File: config.mk
export PLATFORM = sky130hd
export DESIGN_NAME = countdown_timer
export DESIGN_NICKNAME = d
export VERILOG_FILES = /design/src/rtl/countdown_timer.sv
export SDC_FILE = /design/constraint.sdc
export NUM_CORES = 1
export LEC_CHECK = 0
export BUFFER_PORTS_ARGS = -buffer_cell sky130_fd_sc_hd__buf_2
export CORE_ASPECT_RATIO = 1.25
export CORE_MARGIN = 2
export CORE_UTILIZATION = 59
export DETAILED_ROUTE_END_ITERATION = 7
export PLACE_DENSITY = 0.86
export SYNTH_ARGS = -nofsm -noshare
export SYNTH_HDL_FRONTEND = slang
export SYNTH_SLANG_ARGS = --single-unit
File: constraint.sdc
create_clock -name clk -period 4.2 [get_ports clk]
set_input_delay 0.84 -clock clk [delete_from_list [all_inputs] [get_ports clk]]
set_output_delay 0.84 -clock clk [all_outputs]
set_load 0.02 [all_outputs]
File: src/rtl/countdown_timer.sv
`default_nettype none
// ============================================================================
// Module   : countdown_timer
// Brief    : HH:MM:SS countdown timer with load/start/stop control, BCD
//            display digits and a one-cycle done pulse on expiry.
// Revision : 1.0 - initial release
// ============================================================================
module countdown_timer #(
    parameter int MAX_HR = 12
) (
    input  logic       clk,
    input  logic       reset,
    input  logic       tick,
    input  logic       load,
    input  logic [3:0] load_hr,
    input  logic [5:0] load_min,
    input  logic [5:0] load_sec,
    input  logic       start_resume,
    input  logic       stop,
    output logic [3:0] hr_tens,
    output logic [3:0] hr_ones,
    output logic [3:0] min_tens,
    output logic [3:0] min_ones,
    output logic [3:0] sec_tens,
    output logic [3:0] sec_ones,
    output logic       running,
    output logic       done
);

    localparam logic [3:0] c_max_hr  = 4'(MAX_HR);
    localparam logic [5:0] c_max_ms  = 6'd59;

    typedef enum logic [1:0] {
        S_IDLE    = 2'd0,
        S_RUN     = 2'd1,
        S_PAUSE   = 2'd2,
        S_EXPIRED = 2'd3
    } state_t;

    state_t     r_state, w_state_nxt;
    logic [3:0] r_hr, w_hr_nxt;
    logic [5:0] r_min, w_min_nxt;
    logic [5:0] r_sec, w_sec_nxt;
    logic       r_done, w_done_nxt;

    logic       w_nonzero;
    logic       w_last_sec;

    assign w_nonzero  = (r_hr != 4'd0) || (r_min != 6'd0) || (r_sec != 6'd0);
    assign w_last_sec = (r_hr == 4'd0) && (r_min == 6'd0) && (r_sec == 6'd1);

    function automatic logic [7:0] to_bcd(input logic [5:0] v);
        return {4'(v / 6'd10), 4'(v % 6'd10)};
    endfunction

    always_ff @(posedge clk or posedge reset) begin
        if (reset) begin
            r_state <= S_IDLE;
            r_hr    <= 4'd0;
            r_min   <= 6'd0;
            r_sec   <= 6'd0;
            r_done  <= 1'b0;
        end else begin
            r_state <= w_state_nxt;
            r_hr    <= w_hr_nxt;
            r_min   <= w_min_nxt;
            r_sec   <= w_sec_nxt;
            r_done  <= w_done_nxt;
        end
    end

    // Only the highest-priority asserted command is acted on each cycle:
    // load > stop > start_resume > tick.
    always_comb begin
        w_state_nxt = r_state;
        w_hr_nxt    = r_hr;
        w_min_nxt   = r_min;
        w_sec_nxt   = r_sec;
        w_done_nxt  = 1'b0;

        if (load) begin
            if (r_state != S_RUN) begin
                w_state_nxt = S_IDLE;
                w_hr_nxt    = (load_hr  > c_max_hr) ? c_max_hr : load_hr;
                w_min_nxt   = (load_min > c_max_ms) ? c_max_ms : load_min;
                w_sec_nxt   = (load_sec > c_max_ms) ? c_max_ms : load_sec;
            end
        end else if (stop) begin
            if (r_state == S_RUN) begin
                w_state_nxt = S_PAUSE;
            end
        end else if (start_resume) begin
            if ((r_state == S_IDLE || r_state == S_PAUSE) && w_nonzero) begin
                w_state_nxt = S_RUN;
            end
        end else if (tick) begin
            // The zero guard keeps the count from ever wrapping below 00:00:00.
            if (r_state == S_RUN && w_nonzero) begin
                if (r_sec != 6'd0) begin
                    w_sec_nxt = r_sec - 6'd1;
                end else begin
                    w_sec_nxt = c_max_ms;
                    if (r_min != 6'd0) begin
                        w_min_nxt = r_min - 6'd1;
                    end else begin
                        w_min_nxt = c_max_ms;
                        w_hr_nxt  = r_hr - 4'd1;
                    end
                end
                if (w_last_sec) begin
                    w_state_nxt = S_EXPIRED;
                    w_done_nxt  = 1'b1;
                end
            end
        end
    end

    assign {hr_tens,  hr_ones}  = to_bcd({2'b00, r_hr});
    assign {min_tens, min_ones} = to_bcd(r_min);
    assign {sec_tens, sec_ones} = to_bcd(r_sec);
    assign running              = (r_state == S_RUN);
    assign done                 = r_done;

endmodule
`default_nettype wire

==> metrics.cfg <==
[detailed_routing]
vias = 1956
dr.pass1.iters = 5
drtIter0Drc = 86
postRouteAntennaNets = 0
drt_wl_total_um = 4800
via_per_inst = 5.963
post_drt_wl_per_cell_um = 14.63
drc = 0

[global_routing]
grt_pass1_vias = 1791
grt_pass1_wl_um = 8114
antenna_found_initial = 0
gr-total-overflow = 0
grt_use_total_pct = 24.11
grt_max_degree = 25

[cts]
cts-hold-fix-buffers = 0
ctsRootBufferMaster = clkbuf_8
clockBufferDepth = 2
clkTransAtPathRegs_ns = 0.08
cts_resized = 0
cts_num_sinks = 19
clk_latency_ns = 0.25
post_cts_buffers = 0
htreeDepth = 1
cts_tree = built
numCtsBuffers = 3

[sta]
grt_setup_unrepaired = false
setup_tns_ns = 0
post-route-period-util_pct = 75.21
setup_viol = 0
finalHoldViolCount = 0
fmax_mhz = 316.6
tightest_slew_ns = 0.7678
finalClockSkew_ns = 0.002630
slew-limit-headroom_pct = 48.76
slew_violations = 0
min_period_ns = 3.159

[worst_setup_path]
slowest_stage = dfrtp_1
worstSetupEndpointType = primary output
critical_path_class = reg -> out
start_kind = flip-flop
cp.required_ns = 3.36
cp_top_family = compound AO/OA/AOI/OAI gates
cp.buffers_inverters = 1
max_stage_delay_ns = 0.60
cp.arrival_ns = 2.32
worstPathCellList = nor2b_1 -> nor2_1 -> o21ai_0 -> o31ai_1 -> ha_1 -> o221ai_1 -> a21boi_0 -> o211ai_1 -> buf_2
critPathMaxFanout = 16

[place]
hpwl_um = 3680
portBuffers = 42
gp_congestion = 0.7953

[yosys]
synth.top_cells.by_count = nor2_1, o21ai_0, dfrtp_1
synthesis.area_sq_um = 2120
synth_top_area_share_pct = 22.43
ys.flop_type = dfrtp_1
synth_cell_types = 60
synth_edf_count = 0
yosysWarnings = 0
ys_ff_latch = 19
yosysMostFrequentCell = nor2_1
avgSynthCellArea_sq_um = 8.215
synth_area_leader_cell = dfrtp_1
synthArstFlopShare_pct = 100.0
ys_top_cells_by_area = dfrtp_1, ha_1, nor2_1, o21ai_0, mux2i_1
ys_seq_area_share_pct = 22.43
synth_cells = 258

[power_and_ir_drop]
netSwitchingFraction_pct = 54.41
ir_drop_mv = 0.6727
internal_power_uw = 874.3
leakagePower_nw = 1.088
finalPower_mw = 1.918
p_clk_share_pct = 6.9
pwr-share-seq_pct = 23.8
powerDensity_nw_per_um2 = 823.2
p_switching_mw = 1.044
combPwrFrac_pct = 69.3

[floorplan]
initial_utilization_pct = 61.38
die_width_um = 57.61
dieArea_sq_um = 4091
dieHeight_um = 71.01
ios = 48
core_sq_um = 3453
rows = 24

[flow_run]
maxCapViolations = 0

[outcome]
outcome = finished clean

[cells_and_area]
area_growth_pct = 9.917
nFillCells = 292
drive_gt1_share_pct = 22.15
postLayoutCoreUtil_pct = 67.46
diodes = 0
final_nets = 326

[worst_hold_path]
min_path_type = reg -> reg

[metal layers]
metal  routed length (um)  GRT usage (%)
met3                  186          2.194
met5                    0              0
met4                   57          6.202
met2                 2577          43.94
met1                 1979          29.95
[path summary, 6_finish.rpt]
kind / start / endpoint / slack (ns) / cells past startpoint
worst max-delay path: r_min[5] / min_ones[3] / 1.04 / 9
worst min-delay path: r_state[0] / r_state[0] / 0.56 / 2
worst max register to register: r_min[1] / r_hr[1] / 2.03 / 7
worst min register to register: r_state[0] / r_state[0] / 0.56 / 2
max in group asynchronous: reset / r_sec[2] / 3.01 / 2
min in group asynchronous: reset / r_min[0] / 0.71 / 2
[layout by cell type, fill, tap and decap left out, types with 3 or more instances in the layout]
cell and instances:
ha_1 14, nand2_1 15, buf_2 42, nor3_1 6, xnor2_1 4, nand4_1 4, a22oi_1 3, nand3_1 6
o21ai_0 21, nand2b_1 8, conb_1 5, a21oi_1 10, a2bb2oi_1 3, dfrtp_1 19, nor2b_1 11, nor2_1 28
a211oi_1 5, nor4_2 3, o31ai_1 5, inv_1 18, clkbuf_8 3, and3_1 3, mux2_2 4, mux2i_1 7
[power groups by stage]
stage                     logic [mW]  clock network [mW]  registers [mW]
after CTS                       1.34               0.131           0.452
final                           1.33               0.132           0.456
after global routing            1.45               0.140           0.482
after detailed placement        1.33                   0           0.456
after floorplan                 1.12                   0           0.357
after global placement          1.30                   0           0.452
[sequential cells by signal (all words and copies together) (netlist names)]
| register | count |
|---|---|
| r_min | 6 |
| r_sec | 6 |
| r_hr | 4 |
| r_state | 2 |
| done | 1 |
[metrics by stage]
| step | std cells | setup slack, ns | area, sq um | hold slack (ns) |
|---|---|---|---|---|
| after global placement | 324 | 1.413 | 2285 | 0.5358 |
| after global routing | 328 | 0.8349 | 2330 | 0.5936 |
| after floorplan | 262 | 1.320 | 2135 | 0.5107 |
| final | 328 | 1.041 | 2330 | 0.5571 |
| after detailed placement | 324 | 1.321 | 2285 | 0.5492 |
| after CTS | 328 | 1.041 | 2330 | 0.5589 |
[area by class of cell]
| class | instances | area [sq um] | share of cell area, % |
|---|---|---|---|
| flip-flops and latches | 19 | 475.5 | 20.41 |
| repair buffers | 42 | 210.2 | 9.023 |
| clock buffers | 4 | 45.04 | 1.933 |
| multi-input cells | 206 | 1483 | 63.64 |
| inverters | 18 | 67.56 | 2.900 |
| well taps | 39 | 48.80 | 2.095 |
[kinds of logic after synthesis]
logic type      Yosys count  synth area share, %
simple gates            101                29.04
compound gates           70                24.26
buf+inv                  37                8.324
flops                    19                22.43
fa+ha+maj                14                8.265
mux                      11                5.431
xor+xnor                  5                2.066
other cells               1               0.1769
[tightest hold or removal path: cells and delay by family, from the launching register on]
kind            cells  cell delay [ns]
flops               1             0.41
buf+inv             1             0.06
compound gates      1             0.05
Power figures use the tool's default switching activity.
